$ cat src/rtl/sam_op_responder_pkg.sv
// Shared types for the SAM go/idle command responder: opcodes, status codes
// and the controller state encoding.
package samDefines;

    localparam int TGT_BITS_DEF = 32;
    localparam int DEPTH_DEF    = 16;

    typedef enum logic [1:0] {
        OP_NOP    = 2'd0,
        OP_INSERT = 2'd1,
        OP_FIND   = 2'd2,
        OP_DELETE = 2'd3
    } SAM_OP;

    typedef enum logic [1:0] {
        ST_OK       = 2'd0,
        ST_NOTFOUND = 2'd1,
        ST_DUP      = 2'd2,
        ST_FULL     = 2'd3
    } SAM_STATUS;

    typedef enum logic [2:0] {
        S_IDLE,
        S_SCAN,
        S_SHIFT_UP,
        S_WRITE,
        S_SHIFT_DN,
        S_DONE
    } samState_e;

endpackage

$ cat src/rtl/sam_op_responder_if.sv
// Go/idle command handshake between an initiator (master) and the responder (slave).
interface sam_op_responder_if
    import samDefines::*;
#(
    parameter int TGT_BITS = 32,
    parameter int IDX_BITS = 5
);
    logic                samGo;
    SAM_OP               opcode;
    logic [TGT_BITS-1:0] target;
    logic                samIdle;
    SAM_STATUS           status;
    logic                found;
    logic [IDX_BITS-1:0] resultIdx;
    logic [IDX_BITS-1:0] count;

    modport master (
        output samGo, opcode, target,
        input  samIdle, status, found, resultIdx, count
    );

    modport slave (
        input  samGo, opcode, target,
        output samIdle, status, found, resultIdx, count
    );
endinterface

$ cat src/rtl/sam_op_responder_key_array.sv
// Key storage for the responder: one read port plus a single-entry shift-up,
// shift-down or write per cycle. Contents are deliberately not reset.
module sam_key_array #(
    parameter int DEPTH    = 16,
    parameter int TGT_BITS = 32,
    parameter int AW       = $clog2(DEPTH)
) (
    input  logic                clk,
    input  logic                shiftUp_i,
    input  logic                shiftDn_i,
    input  logic                wrEn_i,
    input  logic [AW-1:0]       addr_i,
    input  logic [TGT_BITS-1:0] wrData_i,
    input  logic [AW-1:0]       rdAddr_i,
    output logic [TGT_BITS-1:0] rdData_o
);
    localparam logic [AW-1:0] A_ONE = 1;

    logic [TGT_BITS-1:0] keys [DEPTH];
    logic [AW-1:0]       addrM1;
    logic [AW-1:0]       addrP1;

    assign addrM1   = addr_i - A_ONE;
    assign addrP1   = addr_i + A_ONE;
    assign rdData_o = keys[rdAddr_i];

    // The controller never asks for a neighbour outside 0..DEPTH-1, so the wrap is unused.
    always_ff @(posedge clk) begin
        if (wrEn_i) begin
            keys[addr_i] <= wrData_i;
        end else if (shiftUp_i) begin
            keys[addr_i] <= keys[addrM1];
        end else if (shiftDn_i) begin
            keys[addr_i] <= keys[addrP1];
        end
    end
endmodule

$ cat src/rtl/sam_op_responder.sv
// SAM command responder: runs NOP/INSERT/FIND/DELETE against a sorted key store,
// one command per samGo pulse, reporting status/found/index on completion.
module sam_op_responder
    import samDefines::*;
#(
    parameter int TGT_BITS = TGT_BITS_DEF,
    parameter int DEPTH    = DEPTH_DEF,
    parameter int IDX_BITS = $clog2(DEPTH) + 1
) (
    input  logic clk,
    input  logic rsta_n,
    sam_op_responder_if.slave bus
);
    localparam int AW = $clog2(DEPTH);
    localparam logic [IDX_BITS-1:0] ONE      = 1;
    localparam logic [IDX_BITS-1:0] TWO      = 2;
    localparam logic [IDX_BITS-1:0] FULL_CNT = IDX_BITS'(DEPTH);

    samState_e           stateQ;
    logic                armedQ;
    logic                samIdleQ;
    SAM_OP               opQ;
    logic [TGT_BITS-1:0] tgtQ;
    logic [IDX_BITS-1:0] iQ;
    logic [IDX_BITS-1:0] jQ;
    logic [IDX_BITS-1:0] pQ;
    logic [IDX_BITS-1:0] countQ;
    SAM_STATUS           pendStatusQ;
    logic                pendFoundQ;
    SAM_STATUS           statusQ;
    logic                foundQ;
    logic [IDX_BITS-1:0] resultIdxQ;

    logic                accept;
    logic [TGT_BITS-1:0] keyRd;
    logic                scanStop;
    logic                scanHit;
    logic                shiftUp;
    logic                shiftDn;
    logic                wrEn;
    logic [AW-1:0]       arrAddr;

    assign accept   = samIdleQ & bus.samGo & armedQ;
    assign scanStop = (iQ == countQ) || (keyRd >= tgtQ);
    assign scanHit  = (iQ < countQ) && (keyRd == tgtQ);

    always_comb begin
        shiftUp = 1'b0;
        shiftDn = 1'b0;
        wrEn    = 1'b0;
        arrAddr = jQ[AW-1:0];
        case (stateQ)
            S_SHIFT_UP: shiftUp = 1'b1;
            S_SHIFT_DN: shiftDn = 1'b1;
            S_WRITE: begin
                wrEn    = 1'b1;
                arrAddr = pQ[AW-1:0];
            end
            default: ;
        endcase
    end

    sam_key_array #(
        .DEPTH    (DEPTH),
        .TGT_BITS (TGT_BITS),
        .AW       (AW)
    ) u_keys (
        .clk       (clk),
        .shiftUp_i (shiftUp),
        .shiftDn_i (shiftDn),
        .wrEn_i    (wrEn),
        .addr_i    (arrAddr),
        .wrData_i  (tgtQ),
        .rdAddr_i  (iQ[AW-1:0]),
        .rdData_o  (keyRd)
    );

    always_ff @(posedge clk or negedge rsta_n) begin
        if (!rsta_n) begin
            stateQ      <= S_IDLE;
            armedQ      <= 1'b1;
            samIdleQ    <= 1'b1;
            opQ         <= OP_NOP;
            tgtQ        <= '0;
            iQ          <= '0;
            jQ          <= '0;
            pQ          <= '0;
            countQ      <= '0;
            pendStatusQ <= ST_OK;
            pendFoundQ  <= 1'b0;
            statusQ     <= ST_OK;
            foundQ      <= 1'b0;
            resultIdxQ  <= '0;
        end else begin
            // armed only re-arms after samGo has been seen low, so a held request fires once
            if (accept) begin
                armedQ <= 1'b0;
            end else if (!bus.samGo) begin
                armedQ <= 1'b1;
            end

            case (stateQ)
                S_IDLE: begin
                    if (accept) begin
                        opQ      <= bus.opcode;
                        tgtQ     <= bus.target;
                        samIdleQ <= 1'b0;
                        iQ       <= '0;
                        if (bus.opcode == OP_NOP) begin
                            pQ          <= '0;
                            pendStatusQ <= ST_OK;
                            pendFoundQ  <= 1'b0;
                            stateQ      <= S_DONE;
                        end else begin
                            stateQ <= S_SCAN;
                        end
                    end
                end

                S_SCAN: begin
                    if (!scanStop) begin
                        iQ <= iQ + ONE;
                    end else begin
                        pQ <= iQ;
                        case (opQ)
                            OP_INSERT: begin
                                if (scanHit) begin
                                    pendStatusQ <= ST_DUP;
                                    pendFoundQ  <= 1'b1;
                                    stateQ      <= S_DONE;
                                end else if (countQ == FULL_CNT) begin
                                    pendStatusQ <= ST_FULL;
                                    pendFoundQ  <= 1'b0;
                                    stateQ      <= S_DONE;
                                end else begin
                                    pendStatusQ <= ST_OK;
                                    pendFoundQ  <= 1'b0;
                                    jQ          <= countQ;
                                    stateQ      <= (iQ == countQ) ? S_WRITE : S_SHIFT_UP;
                                end
                            end
                            OP_DELETE: begin
                                if (!scanHit) begin
                                    pendStatusQ <= ST_NOTFOUND;
                                    pendFoundQ  <= 1'b0;
                                    stateQ      <= S_DONE;
                                end else begin
                                    pendStatusQ <= ST_OK;
                                    pendFoundQ  <= 1'b1;
                                    jQ          <= iQ;
                                    // removing the last key needs no shifting at all
                                    if (iQ == countQ - ONE) begin
                                        countQ <= countQ - ONE;
                                        stateQ <= S_DONE;
                                    end else begin
                                        stateQ <= S_SHIFT_DN;
                                    end
                                end
                            end
                            default: begin
                                if (scanHit) begin
                                    pendStatusQ <= ST_OK;
                                end else begin
                                    pendStatusQ <= ST_NOTFOUND;
                                end
                                pendFoundQ <= scanHit;
                                stateQ     <= S_DONE;
                            end
                        endcase
                    end
                end

                S_SHIFT_UP: begin
                    if (jQ == pQ + ONE) begin
                        stateQ <= S_WRITE;
                    end else begin
                        jQ <= jQ - ONE;
                    end
                end

                S_WRITE: begin
                    countQ <= countQ + ONE;
                    stateQ <= S_DONE;
                end

                S_SHIFT_DN: begin
                    if (jQ == countQ - TWO) begin
                        countQ <= countQ - ONE;
                        stateQ <= S_DONE;
                    end else begin
                        jQ <= jQ + ONE;
                    end
                end

                S_DONE: begin
                    statusQ    <= pendStatusQ;
                    foundQ     <= pendFoundQ;
                    resultIdxQ <= pQ;
                    samIdleQ   <= 1'b1;
                    stateQ     <= S_IDLE;
                end

                default: stateQ <= S_IDLE;
            endcase
        end
    end

    assign bus.samIdle   = samIdleQ;
    assign bus.status    = statusQ;
    assign bus.found     = foundQ;
    assign bus.resultIdx = resultIdxQ;
    assign bus.count     = countQ;
endmodule

$ cat src/flat_wrapper.sv
// flat-port wrapper written by rule: the top's interface ports become plain ports
module sam_op_responder_flat import samDefines::*;
#(
    parameter int TGT_BITS = TGT_BITS_DEF,
    parameter int DEPTH    = DEPTH_DEF,
    parameter int IDX_BITS = $clog2(DEPTH) + 1
)
  (clk, rsta_n, bus_samGo, bus_opcode, bus_target, bus_samIdle, bus_status, bus_found, bus_resultIdx, bus_count);
  sam_op_responder_if #(.TGT_BITS(TGT_BITS), .IDX_BITS(IDX_BITS)) bus_i ();
  input  logic clk;
  input  logic rsta_n;
  input wire logic [$bits(bus_i.samGo)-1:0] bus_samGo;
  input wire logic [$bits(bus_i.opcode)-1:0] bus_opcode;
  input wire logic [$bits(bus_i.target)-1:0] bus_target;
  output wire logic [$bits(bus_i.samIdle)-1:0] bus_samIdle;
  output wire logic [$bits(bus_i.status)-1:0] bus_status;
  output wire logic [$bits(bus_i.found)-1:0] bus_found;
  output wire logic [$bits(bus_i.resultIdx)-1:0] bus_resultIdx;
  output wire logic [$bits(bus_i.count)-1:0] bus_count;
  assign bus_i.samGo = bus_samGo;
  assign bus_i.opcode = bus_opcode;
  assign bus_i.target = bus_target;
  assign bus_samIdle = bus_i.samIdle;
  assign bus_status = bus_i.status;
  assign bus_found = bus_i.found;
  assign bus_resultIdx = bus_i.resultIdx;
  assign bus_count = bus_i.count;
  sam_op_responder #(.TGT_BITS(TGT_BITS), .DEPTH(DEPTH), .IDX_BITS(IDX_BITS)) u_core (.clk(clk), .rsta_n(rsta_n), .bus(bus_i));
endmodule
$ cat config.mk
export PLATFORM = sky130hd
export DESIGN_NAME = sam_op_responder_flat
export DESIGN_NICKNAME = d
export VERILOG_FILES = /design/src/rtl/sam_op_responder_pkg.sv /design/src/rtl/sam_op_responder_if.sv /design/src/rtl/sam_op_responder_key_array.sv /design/src/rtl/sam_op_responder.sv /design/src/flat_wrapper.sv
export SDC_FILE = /design/constraint.sdc
export NUM_CORES = 1
export LEC_CHECK = 0
export ABC_AREA = 1
export CAP_MARGIN = 10
export CORE_MARGIN = 2
export CORE_UTILIZATION = 40
export CTS_CLUSTER_SIZE = 28
export DETAILED_ROUTE_END_ITERATION = 8
export PLACE_DENSITY_LB_ADDON = 0.3
export SETUP_SLACK_MARGIN = 0.15
export SKIP_CTS_REPAIR_TIMING = 1
export SLEW_MARGIN = 20
export SYNTH_ARGS = -nofsm -noshare
export SYNTH_HDL_FRONTEND = slang
export SYNTH_SLANG_ARGS = --single-unit
$ cat constraint.sdc
create_clock -name clk -period 5.75 [get_ports clk]
set_input_delay 1.15 -clock clk [delete_from_list [all_inputs] [get_ports clk]]
set_output_delay 1.15 -clock clk [all_outputs]
set_load 0.005 [all_outputs]
## Yosys cells after proc, flatten, opt, wreduce, memory -nomap -nowiden

Memories as Yosys holds them, arrays and structs flattened.
Index checks and enable logic that the tools add are counted.

- Order comparisons: 2
- Muxes and demuxes: 66
- Add/sub/neg operators: 9
- Reductions and logical operators: 16
- Bitwise logic cells: 4
- Equal/unequal tests: 29

Operators by type and width:

| operator | count |
|---|---|
| 5-bit 2-to-1 mux | 16 |
| 32-bit 2-to-1 mux | 2 |
| 32-bit equality test | 1 |
| 32-bit greater-or-equal comparator | 1 |
| 5-bit case mux with 2 select lines | 3 |
| 5-bit case mux with 3 select lines | 2 |
| 3-bit 2-to-1 mux | 8 |
| 1-bit 2-to-1 mux | 23 |
| 5-bit by 1-bit adder with 5-bit output, second input constant | 4 |
| 5-bit equality test | 4 |
| 2-bit by 1-bit != test with 1-bit output, second input constant | 9 |
| 3-bit case mux with 5 select lines | 1 |
| 2-bit 2-to-1 mux | 6 |
| 5-bit by 1-bit subtractor with 5-bit output, second input constant | 2 |
| 4-bit AND reduction | 2 |
| 8-bit AND reduction | 1 |
| 3-bit by 2-bit equality test with 1-bit output, second input constant | 2 |
| 3-bit equality test, second input constant | 2 |
| 2-bit != test, second input constant | 3 |
| 3-bit != test, second input constant | 2 |
| 3-bit case mux with 2 select lines | 1 |
| 6-bit AND reduction | 1 |
| 3-bit nonzero test | 2 |
| 5-bit equality test, second input constant | 1 |
| other kinds (22) | 27 |

- Memories kept: 1
- Input port bits: 37
- Flip-flop bits (word level): 70
- Bits in writable memories: 512
- Logic and storage cells: 141
- Output and inout bits: 14

Memories:

| memory | depth | bits a word | rd ports | clocked after Yosys merged registers in | wr ports | RTL line | text |
|---|---|---|---|---|---|---|---|
| u_core.u_keys.keys | 16 | 32 | 3 | 0 | 1 | sam_op_responder_key_array.sv:19 | `logic [TGT_BITS-1:0] keys [DEPTH];` |

## Longest topological paths before layout

Gate-level depths: netlist of the first run.

- Word-level depth: 7
- Mapped depth: 24
- Gate-level depth less buffers: 21

## Hierarchy

From an unflattened synthesis of the first run, not the netlist that was laid out.

- Cell total of the unflattened synthesis: 4,043
- Area, all modules: 33,658.5 µm²

By module, submodules not included:

| module | area each (µm²) | cells each | instances |
|---|---|---|---|
| sam_key_array | 28,801.4 | 3,405 | 1 |
| sam_op_responder | 4,857.2 | 638 | 1 |

## Worst setup path before layout of the first run

Ideal clock, no wire load.

- Kind: register to register
- From: register u_core.stateQ[2]
- To: memory u_core.u_keys.keys[11][0] (enable)
- Setup slack: 2,360 ps
- Path buffers: 3
- Data required time: 5,329 ps
- Cell stages (with the launch flop): 10
- Data arrival time: 2,969 ps
- Clock period less this slack: 3,390 ps
- Setup time: 421 ps
- Cells stage by stage: dfrtp_1 > inv_2 > nand4_1 > nand2_2 > buf_6 > buf_4 > buf_4 > ha_1 > nand2_1 > nor2_1

- Cells in the longest elaborated chain, start to end: 7

Ends and longest elaborated chain:

| element | RTL line | text |
|---|---|---|
| from (decl) | sam_op_responder.sv:19 | `samState_e stateQ;` |
| from (signal assigned) | sam_op_responder.sv:139 | `stateQ <= (iQ == countQ) ? S_WRITE : S_SHIFT_UP;` |
| 3-bit by 2-bit equality test with 1-bit output / 3-bit equality test (equally long branches) | sam_op_responder.sv:52 | `case (stateQ)` |
| 1-bit 2-to-1 mux | sam_op_responder.sv:52 |  |
| 1-bit 2-to-1 mux, on equally long branches | sam_op_responder_key_array.sv:31, sam_op_responder_key_array.sv:33 |  |
| 1-bit 2-to-1 mux, on equally long branches | sam_op_responder_key_array.sv:29, sam_op_responder_key_array.sv:31 |  |
| 1-bit 2-to-1 mux, on equally long branches | sam_op_responder_key_array.sv:32, sam_op_responder_key_array.sv:29 |  |
| 1-bit bitwise OR (no source line) / 1-bit 2-to-1 mux (equally long branches) | n/a |  |
| 1-bit bitwise OR (no source line) | n/a |  |
| to (decl) | sam_op_responder_key_array.sv:19 |  |

Parallel ways exist; a longest one is shown, timed or not.

## Final worst setup path of the first run

- From: register u_core.iQ[2]
- To: register u_core.pendFoundQ

- Cells in the longest elaborated chain, start to end: 7

Ends and longest elaborated chain:

| element | RTL line | text |
|---|---|---|
| from (decl) | sam_op_responder.sv:24 | `logic [IDX_BITS-1:0] iQ;` |
| from (signal assigned) | sam_op_responder.sv:122 | `iQ <= iQ + ONE;` |
| branches (longest 7 deep; another with memory read 16 x 32 bit) | n/a |  |
| to (signal assigned) | sam_op_responder.sv:166 | `pendFoundQ <= scanHit;` |
| to (decl) | sam_op_responder.sv:29 | `logic pendFoundQ;` |

Several ways; the timed one is not identified. The select of a mux whose other input is x is not followed.
A chain may end at the register's enable or synchronous reset.

==> results_dict.tcl, run 1 <==
set metrics [dict create \
    antenna_cells 0 \
    cp_max_fo 19 \
    post_drt_wl_per_cell_um 22.4 \
    reg2reg_depth 16 \
    rsz0062_at_grt "false" \
    intPower_mw 11.5 \
    fin_hold_ws_ns 0.480 \
    synth_seq_area_share 0.524 \
    synthCells 3937 \
    antenna_found_initial 0 \
    maxCapViolCount 0 \
    end_kind "register" \
    yosys_warnings 0 \
    power_mw 22.0 \
    dieWidth_um 290 \
    min_path_cells 2 \
    cts_buffers 66 \
    grt_start_max_net_pins 199 \
    yosys_register_bits 582 \
    setup.worst_path.start_class "register" \
    start_util 0.405 \
    portBuffers 50 \
    globalplace.congestion 0.872 \
    cp.required_ns 6.22 \
    relSlewSlack 0.185 \
    fin_skew_ns 0.0328 \
    p_switching_mw 10.4 \
    power.combinational.fraction 0.524 \
    insertion_delay_ns 0.62 \
    ios 51 \
    placed_area_um2 34200 \
    grt_pass1_vias 26227 \
    setup-violations-final 0 \
    finalInstanceArea_um2 36300 \
    synth_cell_type_count 40 \
    max-vdd-ir-drop_mv 0.571 \
    placed_cells_incl_taps 4838 \
    grt_pass1_wl_um 166000 \
    cts_tree "done" \
    worst_path_most_repeated_cell "nand2_1" \
    fp.dieH_um 290 \
    power.leakage_nw 14.0 \
    htree_num_levels 3 \
    core-area_um2 80700 \
    drt.antenna.violating_nets 0 \
    p_clk_frac 0.187 \
    drtIter0Drc 3890 \
    dp.final_hpwl_um 62600 \
    synth.net_count 4026 \
    path_class "reg2reg" \
    root_buffer "clkbuf_16" \
    viasPerCell 5.84 \
    drc 0 \
    p_per_area_nw_per_um2 604 \
    fp-row-count 104 \
    switching_share 0.474 \
    final_common_cell "nand2_1" \
    routed-via-count 28970 \
    critPathMaxStageDelay_ns 0.63 \
    crit_slowest_cell "dfrtp_2" \
    clock.fmax_mhz 218 \
    worst_pin_slew_ns 1.22 \
    holdCritPathClass "reg2reg" \
    first_pass_iters 7 \
    worstPathArrival_ns 5.05 \
    clk_path_buf_depth 3 \
    path_cells "inv_2 -> buf_4 -> nand3_1 -> a311o_1 -> ha_1 -> nand2_1 -> nor2_1 -> nand2_1 -> nor2_1 -> nand2_1 -> nand2_1 -> nor2_1 -> nand2_1 -> nand3_1 -> nand2_1 -> o21ai_0" \
    layout-drive-gt1-share 0.0559 \
    grt_overflow_total 0 \
    status "finished clean" \
    final_cells 4957 \
    final.min_clock_period_ns 4.58 \
    clk_pin_slew_ns 0.06 \
    fill_cells 7711 \
    wl_um 111000 \
    syn_avg_cell_area_um2 8.30 \
    fp.dieArea_um2 84000 \
    syn_area_um2 32700 \
    final_cell_mix "nand2_1, nand3_1, o21ai_0, edfxtp_1, inv_1" \
    fin_crit_sh 0.796 \
    power.share.sequential 0.289 \
    setup_tns_ns 0 \
    numClockSinks 582 \
    grtUsageTotal 0.259 \
    hold_violations 0 \
    nets 3936 \
    synthToLayoutAreaGrowth_pct 11.1 \
    report.final.slew_viol_count 0 \
]
## synthesized netlist by cell type (all sizes together)
master / number / share of area
a21boi: 1 / 0.00023
a21o: 2 / 0.00046
a21oi: 299 / 0.046
a311o: 30 / 0.0092
a311oi: 1 / 0.00027
a31oi: 1 / 0.00019
buf: 106 / 0.016
clkbuf: 172 / 0.020
clkinv: 1 / 0.00011
dfrtp: 68 / 0.052
dfstp: 2 / 0.0016
edfxtp: 512 / 0.47
fa: 1 / 0.00061
ha: 51 / 0.020
inv: 325 / 0.037
mux2: 5 / 0.0017
nand2: 995 / 0.11
nand3: 658 / 0.10
nand4: 11 / 0.0021
nor2: 108 / 0.012
nor3: 4 / 0.00061
o211ai: 21 / 0.0048
o21ai: 546 / 0.084
o21bai: 2 / 0.00046
o31ai: 1 / 0.00023
or2: 1 / 0.00019
xnor2: 4 / 0.0011
xor2: 9 / 0.0032
## sequential cells by signal, summed over array words and instances, names as in the netlist, 3 cells and up
signal and flops:
u_core.tgtQ 32, u_core.bus.count 5, u_core.stateQ 3, u_core.jQ 5
u_core.iQ 5, u_core.pQ 5, u_core.u_keys.keys 512, u_core.bus.resultIdx 5
## power groups by stage
stage | Clock, mW | Combinational (mW) | Sequential (mW)
6_report | 4.11 | 11.5 | 6.35
5_1_grt | 4.31 | 12.7 | 6.40
4_1_cts | 4.14 | 11.3 | 6.34
3_5_place_dp | 0 | 11.2 | 6.42
3_3_place_gp | 0 | 11.1 | 6.42
2_1_floorplan | 0 | 7.94 | 6.29
## routing by layer
layer	global-route usage	up-vias	routed length, um
li1	-	13394	-
met3	0.0347	294	11100
met1	0.362	13655	45900
met2	0.404	1627	49100
met5	0	-	0
met4	0.117	0	4930
## critical path, delay by kind of cell, from the launching register on
family	cells	cell delay [ns]
and+or+nand+nor	11	1.96
buffers and inverters	2	1.13
DFF	1	0.63
AOI/OAI and AO/OA	2	0.42
adders and majority gates	1	0.29
## worst paths after layout
check | startpoint | to | slack [ns]
max in group asynchronous | rsta_n | u_core.iQ[2]$_DFFE_PN0P_ | 4.11
min reg2reg | u_core.armedQ$_DFFE_PN1P_ | u_core.armedQ$_DFFE_PN1P_ | 0.48
min in group asynchronous | rsta_n | u_core.tgtQ[10]$_DFFE_PN0P_ | 0.55
max | u_core.iQ[2]$_DFFE_PN0P_ | u_core.pendFoundQ$_DFFE_PN0P_ | 1.17
min | u_core.armedQ$_DFFE_PN1P_ | u_core.armedQ$_DFFE_PN1P_ | 0.48
max reg2reg | u_core.iQ[2]$_DFFE_PN0P_ | u_core.pendFoundQ$_DFFE_PN0P_ | 1.17
## cell type report
class / count / area (um2) / area share
clock inverters: 30 / 231 / 0.00637
multi-input cells: 2751 / 13400 / 0.368
repair buffers: 120 / 1200 / 0.0331
flip-flops and latches: 582 / 17100 / 0.472
well taps: 1060 / 1330 / 0.0365
inverters: 326 / 1240 / 0.0342
clock buffers: 88 / 1820 / 0.0500
## cells by family after synthesis
kind of cell / count (synthesis) / synth area share
AND/OR/NAND/NOR: 1777 / 0.231
AO/OA/AOI/OAI: 904 / 0.146
buffers and inverters: 604 / 0.0730
flip-flops: 582 / 0.524
adder cells (fa/ha/maj): 52 / 0.0201
XOR/XNOR: 13 / 0.00429
multiplexers: 5 / 0.00172
## metrics by stage
stage / utilization / setup slack (ns)
2_1_floorplan: - / 2.36
3_3_place_gp: 0.424 / 1.35
5_1_grt: 0.450 / 0.988
6_report: 0.450 / 1.17
4_1_cts: 0.450 / 1.32
3_5_place_dp: 0.424 / 1.29
(Power assumes the default switching activity.)
==> inputs of run 2 (changes only) <==
==> constraint.sdc (replaced) <==
create_clock -name clk -period 4.7 [get_ports clk]
set_input_delay 0.94 -clock clk [delete_from_list [all_inputs] [get_ports clk]]
set_output_delay 0.94 -clock clk [all_outputs]
set_load 0.005 [all_outputs]
==> run 2 against run 1 <==
Effect of this change: sequential cell count stayed put; non-clock buffer count increased by 20; final area rose by 1.5%; critical endpoint unchanged.
==> results_dict.tcl, run 2 (synthesis gave the netlist of run 1 again) <==
set metrics [dict create \
    p_switching_mw 12.8 \
    final_cells 4980 \
    placed_area_um2 34500 \
    drc 0 \
    core-area_um2 80700 \
    fin_crit_sh 0.880 \
    grtUsageTotal 0.255 \
    grtUsageMet2 0.408 \
    setup-violations-final 0 \
    final.min_clock_period_ns 4.14 \
    regToRegSetupSlack_ns 0.56 \
    largest_register_ffs 512 \
    holdCritPathClass "in2async" \
    power.share.sequential 0.281 \
    final_common_cell "nand2_1" \
    critPathMaxStageDelay_ns 0.52 \
    maxCapViolCount 0 \
    numClockSinks 582 \
    routed-via-count 28805 \
    dp.final_hpwl_um 62500 \
    report.final.slew_viol_count 0 \
    status "finished clean" \
    max-vdd-ir-drop_mv 1.15 \
    path_cells "inv_4 -> buf_12 -> nor2_1 -> o21ai_0 -> nand3_1 -> a311o_1 -> ha_1 -> nand2_1 -> nor2_1 -> nand2_1 -> nor2_1 -> nand2_1 -> nand2_1 -> nor2_1 -> nand2_1 -> buf_4 -> nand3_1 -> nand2_1 -> o21ai_0" \
    grt_overflow_total 0 \
    worst_pin_slew_ns 1.14 \
    htree_num_levels 3 \
    cts_buffers 67 \
    placed_cells_incl_taps 4859 \
    intPower_mw 14.8 \
    reg.largest.list "u_core.u_keys.keys: 512 flops, u_core.tgtQ: 32 flops" \
    grt.met3_usage 0.0354 \
    globalplace.congestion 0.864 \
    insertion_delay_ns 0.62 \
    drt.antenna.violating_nets 0 \
    seqCellArea_um2 17100 \
    fin_skew_ns 0.0256 \
    first_pass_iters 6 \
    setup_tns_ns 0 \
    portBuffers 50 \
    setup_slack_ns 0.562 \
    fill_cells 7670 \
    fin_hold_ws_ns 0.419 \
    dieWidth_um 290 \
    relSlewSlack 0.239 \
    root_buffer "clkbuf_16" \
    p_clk_frac 0.199 \
    post_drt_wl_per_cell_um 22.1 \
    fp.dieArea_um2 84000 \
    regMostFlops "u_core.u_keys.keys" \
    antenna_cells 0 \
    power.leakage_nw 14.3 \
    cp_max_fo 33 \
    antenna_found_initial 0 \
    met1_usage 0.352 \
    clk_pin_slew_ns 0.06 \
    crit_slowest_cell "dfrtp_4" \
    p_per_area_nw_per_um2 750 \
    drtIter0Drc 3825 \
    fp-row-count 104 \
    end_kind "register" \
    grt_start_max_net_pins 248 \
    worst_path_most_repeated_cell "nand2_1" \
    path_class "reg2reg" \
    synthToLayoutAreaGrowth_pct 12.8 \
    setup.worst_path.start_class "register" \
    rsz0062_at_grt "false" \
    grt_pass1_wl_um 163000 \
    start_util 0.405 \
    grt_pass1_vias 25856 \
    clk_path_buf_depth 3 \
    finalInstanceArea_um2 36900 \
    fp.dieH_um 290 \
    cts_tree "done" \
    final_cell_mix "nand2_1, nand3_1, o21ai_0, edfxtp_1, inv_1" \
    layout-drive-gt1-share 0.0648 \
    cp.required_ns 5.17 \
    multi_input_area_um2 13400 \
    ios 51 \
    nets 3957 \
    power_mw 27.7 \
    hold_violations 0 \
    post-place-ws_ns 0.513 \
    wl_um 110000 \
    final_util 0.457 \
    worstPathArrival_ns 4.60 \
    busiest_layer "met2" \
    viasPerCell 5.78 \
    clock.fmax_mhz 242 \
    switching_share 0.465 \
    power.combinational.fraction 0.520 \
]
==> run 2: path summary, 6_finish.rpt <==
path | start | end | cells after the start
worst max register to register | u_core.iQ[1]$_DFFE_PN0P_ | u_core.pendFoundQ$_DFFE_PN0P_ | 19
max in group asynchronous | rsta_n | u_core.iQ[1]$_DFFE_PN0P_ | 2
worst min-delay path | rsta_n | u_core.tgtQ[12]$_DFFE_PN0P_ | 1
min in group clk | u_core.armedQ$_DFFE_PN1P_ | u_core.armedQ$_DFFE_PN1P_ | 2
worst min register to register | u_core.armedQ$_DFFE_PN1P_ | u_core.armedQ$_DFFE_PN1P_ | 2
worst max-delay path | u_core.iQ[1]$_DFFE_PN0P_ | u_core.pendFoundQ$_DFFE_PN0P_ | 19
==> run 2: layout make-up <==
type | count | area share
Clock buffer | 93 | 0.0526
Clock inverter | 28 | 0.0101
Inverter | 326 | 0.0339
Multi-Input combinational cell | 2751 | 0.363
Sequential cell | 582 | 0.465
Tap cell | 1060 | 0.0360
Timing Repair Buffer | 140 | 0.0400
==> run 2: worst max-delay path, delay by kind of cell, from the launching register on <==
| kind | cells | cell delay, ns |
|---|---|---|
| buffers and inverters | 3 | 0.86 |
| AND/OR/NAND/NOR | 12 | 1.76 |
| adder cells (fa/ha/maj) | 1 | 0.30 |
| flip-flops | 1 | 0.52 |
| AO/OA/AOI/OAI | 3 | 0.52 |
==> run 2: metal layers <==
| layer | part of all wire | wire length, um |
|---|---|---|
| met1 | 0.41 | 45400 |
| met2 | 0.45 | 49600 |
| met3 | 0.098 | 10700 |
| met4 | 0.037 | 4060 |
| met5 | 0 | 0 |
==> run 2: power by group through the flow <==
| stage | clock [mW] | combinational, mW | sequential (mW) |
|---|---|---|---|
| finish | 5.50 | 14.4 | 7.78 |
| CTS | 5.58 | 14.1 | 7.76 |
| global placement | 0 | 13.8 | 7.86 |
| detailed placement | 0 | 14.0 | 7.86 |
| floorplan | 0 | 9.71 | 7.69 |
| global route | 5.79 | 15.8 | 7.84 |
